File: config.mk
export PLATFORM = sky130hd
export DESIGN_NAME = seq_shift_add_mult_flat
export DESIGN_NICKNAME = d
export VERILOG_FILES = /design/src/rtl/seq_mult_pkg.sv /design/src/rtl/seq_shift_add_mult_if.sv /design/src/rtl/seq_mult_adder.sv /design/src/rtl/seq_shift_add_mult.sv /design/src/flat_wrapper.sv
export SDC_FILE = /design/constraint.sdc
export NUM_CORES = 1
export LEC_CHECK = 0
export ABC_AREA = 0
export CAP_MARGIN = 20
export CORE_ASPECT_RATIO = 0.5
export CORE_MARGIN = 2
export CORE_UTILIZATION = 40
export CTS_CLUSTER_SIZE = 8
export DETAILED_ROUTE_END_ITERATION = 10
export PLACE_DENSITY = 0.7
export SETUP_SLACK_MARGIN = 0.2
export SYNTH_ARGS = -nofsm -noshare
export SYNTH_HDL_FRONTEND = slang
export SYNTH_SLANG_ARGS = --single-unit
export TNS_END_PERCENT = 100
File: constraint.sdc
create_clock -name clk -period 2.37 [get_ports clk]
set_clock_uncertainty 0.15 [all_clocks]
set_input_delay 0.3555 -clock clk [delete_from_list [all_inputs] [get_ports clk]]
set_output_delay 0.3555 -clock clk [all_outputs]
set_load 0.03 [all_outputs]
File: src/rtl/seq_mult_pkg.sv
// seq_mult_pkg: shared sizing constants for the shift-and-add multiplier.
package seq_mult_pkg;
   localparam int DEF_WIDTH = 8;
   localparam int CNT_W     = $clog2(DEF_WIDTH + 1);
   localparam int PROD_W    = 2 * DEF_WIDTH;
endpackage

File: src/rtl/seq_shift_add_mult_if.sv
// seq_shift_add_mult_if: load/operand/result bundle for the sequential multiplier.
interface seq_shift_add_mult_if
   import seq_mult_pkg::*;
#(
   parameter int WIDTH = DEF_WIDTH
);
   logic               load;
   logic [WIDTH-1:0]   a;
   logic [WIDTH-1:0]   b;
   logic [2*WIDTH-1:0] op;
   logic               valid;
   modport master (output load, a, b, input op, valid);
   modport slave  (input load, a, b, output op, valid);
endinterface

File: src/rtl/seq_mult_adder.sv
// seq_mult_adder: combinational unsigned adder with carry-out.
module seq_mult_adder
   import seq_mult_pkg::*;
#(
   parameter int WIDTH = DEF_WIDTH
) (
   input  logic [WIDTH-1:0] x,
   input  logic [WIDTH-1:0] y,
   output logic [WIDTH-1:0] s,
   output logic             c
);
   assign {c, s} = {1'b0, x} + {1'b0, y};
endmodule

File: src/rtl/seq_shift_add_mult.sv
// seq_shift_add_mult: unsigned WIDTHxWIDTH multiplier, one shift-and-add step per clock.
module seq_shift_add_mult
   import seq_mult_pkg::*;
#(
   parameter int WIDTH = DEF_WIDTH
) (
   input  logic clk,
   input  logic reset,
   seq_shift_add_mult_if.slave bus
);
   localparam int CW = $clog2(WIDTH + 1);
   logic [WIDTH-1:0] mcand, mplier, hi, lo, pp, s;
   logic             c, vld;
   logic [CW-1:0]    cnt;
   assign pp = mcand & {WIDTH{mplier[0]}};
   seq_mult_adder #(.WIDTH(WIDTH)) u_add (.x(hi), .y(pp), .s(s), .c(c));
   // The sum's carry and low bit are shifted into the product halves each step
   always_ff @(posedge clk or negedge reset) begin
      if (!reset) begin
         mcand  <= '0;
         mplier <= '0;
         hi     <= '0;
         lo     <= '0;
         cnt    <= '0;
         vld    <= 1'b0;
      end else if (bus.load) begin
         mcand  <= bus.a;
         mplier <= bus.b;
         hi     <= '0;
         lo     <= '0;
         cnt    <= '0;
         vld    <= 1'b0;
      end else if (!vld && cnt < CW'(WIDTH)) begin
         hi     <= {c, s[WIDTH-1:1]};
         lo     <= {s[0], lo[WIDTH-1:1]};
         mplier <= mplier >> 1;
         cnt    <= cnt + 1'b1;
         vld    <= (cnt == CW'(WIDTH - 1));
      end
   end
   assign bus.op    = {hi, lo};
   assign bus.valid = vld;
endmodule

File: src/flat_wrapper.sv
// flat-port wrapper written by rule: the top's interface ports become plain ports
module seq_shift_add_mult_flat import seq_mult_pkg::*;
#(
   parameter int WIDTH = DEF_WIDTH
)
  (clk, reset, bus_load, bus_a, bus_b, bus_op, bus_valid);
  seq_shift_add_mult_if #(.WIDTH(WIDTH)) bus_i ();
  input  logic clk;
  input  logic reset;
  input wire logic [$bits(bus_i.load)-1:0] bus_load;
  input wire logic [$bits(bus_i.a)-1:0] bus_a;
  input wire logic [$bits(bus_i.b)-1:0] bus_b;
  output wire logic [$bits(bus_i.op)-1:0] bus_op;
  output wire logic [$bits(bus_i.valid)-1:0] bus_valid;
  assign bus_i.load = bus_load;
  assign bus_i.a = bus_a;
  assign bus_i.b = bus_b;
  assign bus_op = bus_i.op;
  assign bus_valid = bus_i.valid;
  seq_shift_add_mult #(.WIDTH(WIDTH)) u_core (.clk(clk), .reset(reset), .bus(bus_i));
endmodule
==> results of run 1 <==
[layout by cell type (no fill, tap or decap), types with 4 or more instances in the layout]
cell / netlist / layout
sky130_fd_sc_hd__dfrtp_1: 37 / 36
sky130_fd_sc_hd__o21ai_0: 7 / 7
sky130_fd_sc_hd__ha_1: 9 / 7
sky130_fd_sc_hd__nand2_1: 33 / 33
sky130_fd_sc_hd__buf_4: 1 / 7
sky130_fd_sc_hd__clkbuf_8: 0 / 5
sky130_fd_sc_hd__nor2_1: 6 / 6
sky130_fd_sc_hd__mux2_2: 9 / 9
sky130_fd_sc_hd__clkdlybuf4s50_1: 0 / 34
sky130_fd_sc_hd__xnor2_1: 4 / 4
sky130_fd_sc_hd__and2_1: 8 / 8
sky130_fd_sc_hd__mux2i_1: 8 / 8
sky130_fd_sc_hd__a21oi_1: 18 / 16
[flip-flops by register name, indices dropped and copies added, names as in the netlist]
name and count:
u_core.cnt 4, u_core.bus.valid 1, u_core.lo 8, u_core.mplier 8, u_core.hi 8, u_core.mcand 8
[stage by stage]
| step | setup WS [ps] | area (sq um) | total power (uW) | util |
|---|---|---|---|---|
| after global routing | 192 | 2440 | 1620 | 0.543 |
| final | 277 | 2440 | 1530 | 0.543 |
| after floorplan | 338 | 1900 | 960 | - |
| after CTS | 244 | 2410 | 1530 | 0.537 |
| after detailed placement | 179 | 2320 | 1110 | 0.517 |
| after global placement | 233 | 2320 | 1100 | 0.517 |
[layout make-up]
| type | instances | share of cell area |
|---|---|---|
| Tap cell | 66 | 0.0339 |
| Multi-Input combinational cell | 138 | 0.384 |
| Sequential cell | 37 | 0.380 |
| Inverter | 3 | 0.00462 |
| Clock buffer | 6 | 0.0298 |
| Timing Repair Buffer | 42 | 0.163 |
| Clock inverter | 2 | 0.00410 |
[metal layers]
metal  track usage  up-vias
met4        0.0563        0
met5             0        -
met2         0.258       22
li1              -      729
met3        0.0427        2
met1         0.227      724
[power groups by stage]
stage / Clock (uW) / Combinational, uW / Sequential, uW
2_1_floorplan: 0 / 176 / 784
3_3_place_gp: 0 / 353 / 745
3_5_place_dp: 0 / 359 / 747
4_1_cts: 432 / 363 / 735
5_1_grt: 467 / 410 / 743
6_report: 421 / 373 / 735
[critical path, stage by stage (launching register included)]
cell and delay (ps):
sky130_fd_sc_hd__dfrtp_2 450, sky130_fd_sc_hd__and2_1 160, sky130_fd_sc_hd__ha_1 210, sky130_fd_sc_hd__fa_2 370
sky130_fd_sc_hd__a21o_1 180, sky130_fd_sc_hd__a21oi_2 150, sky130_fd_sc_hd__nor4_1 60, sky130_fd_sc_hd__a211o_1 260
[path summary, 6_finish.rpt]
kind / startpoint / endpoint / slack (ps) / cells after the start
worst max-delay path: u_core.mplier[0] / u_core.hi[3] / 280 / 7
worst min-delay path: reset / u_core.mplier[7] / 10 / 1
worst max register to register: u_core.mplier[0] / u_core.hi[3] / 280 / 7
worst min register to register: u_core.mcand[6] / u_core.mcand[6] / 360 / 1
max in group asynchronous: reset / u_core.mplier[0] / 1500 / 1
min in group clk: u_core.mcand[6] / u_core.mcand[6] / 360 / 1
[logic make-up (layout without fill, tap and decap cells)]
logic type / Yosys count / after routing / synth area share
AOI/OAI and AO/OA: 39 / 39 / 0.123
xor gates and xnor gates: 5 / 5 / 0.0231
adders and majority gates: 10 / 10 / 0.0698
buffers and inverters: 12 / 53 / 0.0303
DFF: 37 / 37 / 0.487
muxes: 17 / 17 / 0.0955
and+or+nand+nor: 67 / 67 / 0.171
[repair_timing]
action                                  in CTS  in global routing
buffers inserted                             0                  2
hold endpoints to repair                     0                  0
resized for setup                            3                  4
endpoints found under the setup margin       2                  4
hold buffers                                 0                  0
gates cloned                                 0                  0
==> metrics.md, run 1 <==
| Metric | Value |
|---|---|
| Slew at the pin with the worst max-slew slack | 818 ps |
| Average size of a mapped cell | 10.2 sq um |
| Worst min-delay path class | in -> async |
| Crit share post-route | 0.883 |
| Internal power | 1070 uW |
| CTS Sinks | 37 |
| Share of async-settable or async-resettable flops after synthesis | 1.00 |
| Core region area | 4490 sq um |
| Root Driver | sky130_fd_sc_hd__clkbuf_8 |
| Clock tree from TritonCTS | yes |
| Global routing usage summed across all routing layers | 0.166 |
| Number of antenna-violating nets in the routed design | 0 |
| Slew HR | 0.455 |
| Synth cell types | 40 |
| Layout area overhead | 28.4% |
| CP arrival | 2110 ps |
| # Max-Cap Violations | 0 |
| Summed instance area of the synthesized netlist | 1900 sq um |
| FF/Latch Area | 927 sq um |
| Routed met2 length | 1820 um |
| Worst IR Drop VDD | 0.302 mV |
| Shortest period the worst path allows | 2090 ps |
| Post-Route Setup TNS | 0 ps |
| Cell type contributing the most total cell area after synthesis | sky130_fd_sc_hd__dfrtp_1 |
| Average via count per standard cell | 5.02 |
| Congestion Overflow GR | 0 |
| Met1 Wirelength | 1920 um |
| Cell with the most instances after synthesis | sky130_fd_sc_hd__dfrtp_1 |
| Status | finished clean |
| Unrepaired setup endpoints after global routing | no |
| Number of global-route vias before repair | 1454 |
| Dpl hpwl | 2790 um |
| Max Freq | 478 MHz |
| Htree depth | 2 |
| Syn_nets | 216 |
| Switching part of the total power | 0.301 |
| Leakage component of the power | 0.00106 uW |
| Cell count after synthesis | 187 |
| Number of iterations in the first detailed-routing pass | 5 |
| Register share of total power | 0.481 |
| Number of max-slew violations in the final report | 0 |
| Total power per unit cell area | 627 nW/um^2 |
| Initial antenna violation count | 0 |
| Sw Pwr | 460 uW |
| Number of synthesized flops with an enable pin | 0 |
| Largest cells by area after synthesis | sky130_fd_sc_hd__dfrtp_1 (49%), sky130_fd_sc_hd__nand2_1 (6.5%), sky130_fd_sc_hd__ha_1 (5.9%) |
| Wire length of the first global-routing pass | 6760 um |
| Logic gate share of total power | 0.244 |
| Yosys top cell area share | 0.487 |
| Port-buffer cells | 35 |
| Critical setup path kind | reg -> reg |
| Final hold slack | 14.5 ps |
| DRC Markers | 0 |
| Most used flip-flop cell after synthesis | sky130_fd_sc_hd__dfrtp_1 |
| Endpoint kind of the worst setup timing path | flop |
| Total routed wirelength | 3890 um |
| Total count of hold-check failures in the final report | 0 |
| Count of vias placed by the detailed router | 1477 |
| Routed wirelength normalized by instance count | 13.2 um |
| Most frequent cells after synthesis | sky130_fd_sc_hd__dfrtp_1 (37), sky130_fd_sc_hd__nand2_1 (33), sky130_fd_sc_hd__a21oi_1 (18) |
| Starting density of the core | 0.423 |
| Flops & latches, synth | 37 |
| Clock buffer depth | 2 |
| Number of non-filler instances in the completed layout | 294 |
| Highest routed layer | met4 |
| Fill cell instance count of the final layout | 407 |
| Core Rows | 17 |
| # setup viols final | 0 |
| Fin nets | 256 |
| Crit path required time | 2390 ps |
| Clock slew at the register clock pins of the worst setup and hold paths | 70 ps |
| Inserted Diodes | 0 |
| Vertical extent of the die | 52.7 um |
| TritonCTS buffer count | 5 |
| Kind of start point of the critical path | flop |
| Boundary pin count | 36 |
| Initial detailed-routing violation count | 39 |
| Area of combinational cells with multiple inputs | 937 sq um |
| Area of the die | 5350 sq um |
| Crit-path max FO | 8 |
| Post-synthesis sequential area ratio | 0.487 |
| Worst-skew pair later-pin latency | 280 ps |
| Post-placement cell count | 284 |
| Yosys warns | 0 |
| Die Width | 101 um |
| Ratio of cells with drive above 1 in the final layout | 0.140 |
| Largest net degree at the start of global routing | 38 |
| Portion of total power attributed to the clock network | 0.275 |
| Met3 WL | 132 um |
| Final GP Congestion | 0.857 |
No activity file was read; power rests on OpenSTA's default activity.
==> run 2: changes to the inputs <==
--- a/config.mk
+++ b/config.mk
@@ -7,14 +7,16 @@
 export LEC_CHECK = 0
 export ABC_AREA = 0
 export CAP_MARGIN = 20
+export CELL_PAD_IN_SITES_DETAIL_PLACEMENT = 0
+export CELL_PAD_IN_SITES_GLOBAL_PLACEMENT = 2
 export CORE_ASPECT_RATIO = 0.5
 export CORE_MARGIN = 2
-export CORE_UTILIZATION = 40
+export CORE_UTILIZATION = 32
 export CTS_CLUSTER_SIZE = 8
 export DETAILED_ROUTE_END_ITERATION = 10
-export PLACE_DENSITY = 0.7
+export PLACE_DENSITY = 0.84
 export SETUP_SLACK_MARGIN = 0.2
 export SYNTH_ARGS = -nofsm -noshare
 export SYNTH_HDL_FRONTEND = slang
 export SYNTH_SLANG_ARGS = --single-unit
-export TNS_END_PERCENT = 100
+export TNS_END_PERCENT = 5
==> metrics.md, run 2 (same netlist as run 1, synthesis figures left out) <==
| Metric | Value |
|---|---|
| Largest stage delay, worst path | 460 ps (about the same) |
| Worst min-delay path class | in -> async |
| Die Width | 113 um (+11%) |
| Inserted Diodes | 0 (unchanged) |
| Fin nets | 251 (-2.0%) |
| Average via count per standard cell | 4.93 (-2.0%) |
| Crit-path max FO | 9 (+1) |
| Max Freq | 469 MHz (-1.9%) |
| Port-buffer cells | 35 (unchanged) |
| Launch point of the critical path | u_core.mplier[0] |
| Congestion Overflow GR | 0 (unchanged) |
| Number of global-route vias before repair | 1396 (-4.0%) |
| Clock buffer depth | 2 (unchanged) |
| Kind of start point of the critical path | flop |
| Reg-to-Reg Start | u_core.mplier[0] |
| Routed wirelength normalized by instance count | 13.3 um (+0.83%) |
| Unrepaired setup endpoints after global routing | yes |
| Post-placement cell count | 288 (+1.4%) |
| Final GP Congestion | 0.772 (-9.9%) |
| Slew at the pin with the worst max-slew slack | 884 ps (+65.9 ps) |
| CP arrival | 2150 ps (+40 ps) |
| # setup viols final | 0 (unchanged) |
| Layout area overhead | 32.0% |
| Worst path cell trace | and2_1, ha_1, fa_2, a21o_1, a21oi_2, nor4_1, a211o_1 |
| Power Total | 1960 uW (+28%) |
| Dpl hpwl | 2520 um (-9.6%) |
| Shortest period the worst path allows | 2130 ps (+40.5 ps) |
| Wire length of the first global-routing pass | 6490 um (-4.1%) |
| Area of the die | 6610 sq um (+23%) |
| Number of max-slew violations in the final report | 0 (unchanged) |
| Number of non-filler instances in the completed layout | 296 (+0.68%) |
| Slew HR | 0.411 (-0.0440) |
| Violations in the final reports | DRC |
| Largest net degree at the start of global routing | 52 (+37%) |
| Worst-skew pair later-pin latency | 280 ps (about the same) |
| Ratio of cells with drive above 1 in the final layout | 0.121 (-0.0193) |
| Initial antenna violation count | 0 (unchanged) |
| Count of vias placed by the detailed router | 1458 (-1.3%) |
| Clock tree from TritonCTS | yes |
| Most common library cell in the layout ignoring fill and taps | sky130_fd_sc_hd__dfrtp_1 |
| Boundary pin count | 36 (unchanged) |
| Cells on worst reg2reg path | 7 (unchanged) |
| Root Driver | sky130_fd_sc_hd__clkbuf_16 |
| Starting density of the core | 0.339 (-0.0847) |
| Slowest cell on the critical path | sky130_fd_sc_hd__dfrtp_2 |
| Core region area | 5610 sq um (+25%) |
| Htree depth | 2 (unchanged) |
| Critical setup path kind | reg -> reg |
| Leakage component of the power | 0.00109 uW (+2.8%) |
| Worst IR Drop VDD | 0.293 mV (-2.8%) |
| # hold bufs at CTS | 0 (unchanged) |
| DRC Markers | 1 (+1) |
| Crit share post-route | 0.900 (+0.0171) |
| Initial detailed-routing violation count | 74 (+90%) |
| Status | finished with violations |
| Number of antenna-violating nets in the routed design | 0 (unchanged) |
| Total power per unit cell area | 781 nW/um^2 (+24%) |
| Slack of the worst reg-to-reg path | 240 ps (-40 ps) |
| Fill cell instance count of the final layout | 539 (+32%) |
| Vertical extent of the die | 58.5 um (+11%) |
| Core Rows | 19 (+2) |
| Total count of hold-check failures in the final report | 0 (unchanged) |
| Most frequent cells in the layout | sky130_fd_sc_hd__dfrtp_1 (36), sky130_fd_sc_hd__nand2_1 (33), sky130_fd_sc_hd__clkdlybuf4s50_1 (33), sky130_fd_sc_hd__a21oi_1 (16) |
| TritonCTS buffer count | 5 (unchanged) |
| Reg-to-reg critical path endpoint | u_core.hi[3] |
| Endpoint kind of the worst setup timing path | flop |
| Crit path required time | 2380 ps (about the same) |
| Post-Route Setup TNS | 0 ps (unchanged) |
| Number of iterations in the first detailed-routing pass | 7 (+2) |
| FF/Latch Area | 927 sq um (unchanged) |
| # Max-Cap Violations | 0 (unchanged) |
| Clock slew at the register clock pins of the worst setup and hold paths | 60 ps (about the same) |
| Total routed wirelength | 3950 um (+1.5%) |
| Global routing usage summed across all routing layers | 0.127 (-0.0393) |
| Area of combinational cells with multiple inputs | 932 sq um (-0.53%) |
| CTS Sinks | 37 (unchanged) |
-- run 2: changes by cell type in the layout (fill, tap and decap cells not counted) --
cell	delta
sky130_fd_sc_hd__clkinv_2	-1
sky130_fd_sc_hd__clkbuf_1	-1
sky130_fd_sc_hd__clkbuf_8	-5
sky130_fd_sc_hd__ha_1	+2
sky130_fd_sc_hd__buf_2	+1
sky130_fd_sc_hd__bufinv_16	+2
sky130_fd_sc_hd__buf_4	-5
sky130_fd_sc_hd__clkdlybuf4s50_1	-1
sky130_fd_sc_hd__clkbuf_16	+5
sky130_fd_sc_hd__ha_2	-2
-- run 2: critical path, delay by kind of cell (launching register included) --
| kind | cells | cell delay (ps) |
|---|---|---|
| flip-flops | 1 | 460 |
| AO/OA/AOI/OAI | 3 | 590 |
| adder cells (fa/ha/maj) | 2 | 590 |
| AND/OR/NAND/NOR | 2 | 220 |
-- run 2: area by class of cell --
| type | count | share of cell area |
|---|---|---|
| Clock buffer | 5 | 0.0499 |
| Clock inverter | 3 | 0.0259 |
| Inverter | 3 | 0.00449 |
| Multi-Input combinational cell | 138 | 0.372 |
| Sequential cell | 37 | 0.370 |
| Tap cell | 73 | 0.0364 |
| Timing Repair Buffer | 37 | 0.142 |
-- run 2: through the flow --
step / area (sq um) / hold WS [ps] / utilization / worst slack [ps]
2_1_floorplan: 1900 / -90.1 / - / 338
3_3_place_gp: 2300 / 342 / 0.410 / 197
3_5_place_dp: 2300 / 343 / 0.410 / 141
4_1_cts: 2490 / 74.2 / 0.444 / 179
5_1_grt: 2510 / 98.9 / 0.447 / 173
6_report: 2510 / 28.7 / 0.447 / 236
-- run 2: report_power, final --
part / switching [uW] / internal [uW]
Sequential: 44.8 / 689
Clock: 261 / 601
Combinational: 193 / 168
Total: 499 / 1460
-- run 2: how the worst max path moves through the flow --
stage,endpoint
after floorplan,u_core.hi[3]
after global placement,u_core.hi[3]
after detailed placement,u_core.hi[3]
after CTS,u_core.hi[6]
after global routing,u_core.hi[3]
final,u_core.hi[3]
-- run 2: timing repair --
| action | 4_1_cts | 5_1_grt |
|---|---|---|
| gates resized for setup | 2 | 3 |
| endpoints found under the setup margin | 2 | 4 |
| buffers inserted | 0 | 0 |
-- run 2: metal layers --
layer | wire length [um] | GRT usage | up-vias
met2 | 1760 | 0.193 | 28
li1 | - | - | 721
met5 | 0 | 0 | -
met1 | 1980 | 0.173 | 704
met4 | 51 | 0.0366 | 0
met3 | 155 | 0.0463 | 5
==> run 3: changes to the inputs <==
--- a/config.mk
+++ b/config.mk
@@ -6,7 +6,7 @@
 export NUM_CORES = 1
 export LEC_CHECK = 0
 export ABC_AREA = 0
-export CAP_MARGIN = 20
+export ABC_CLOCK_PERIOD_IN_PS = 2370
 export CELL_PAD_IN_SITES_DETAIL_PLACEMENT = 0
 export CELL_PAD_IN_SITES_GLOBAL_PLACEMENT = 2
 export CORE_ASPECT_RATIO = 0.5
==> results of run 3 <==
Same layout as run 2: the final DEF is identical, and so are final timing and power.
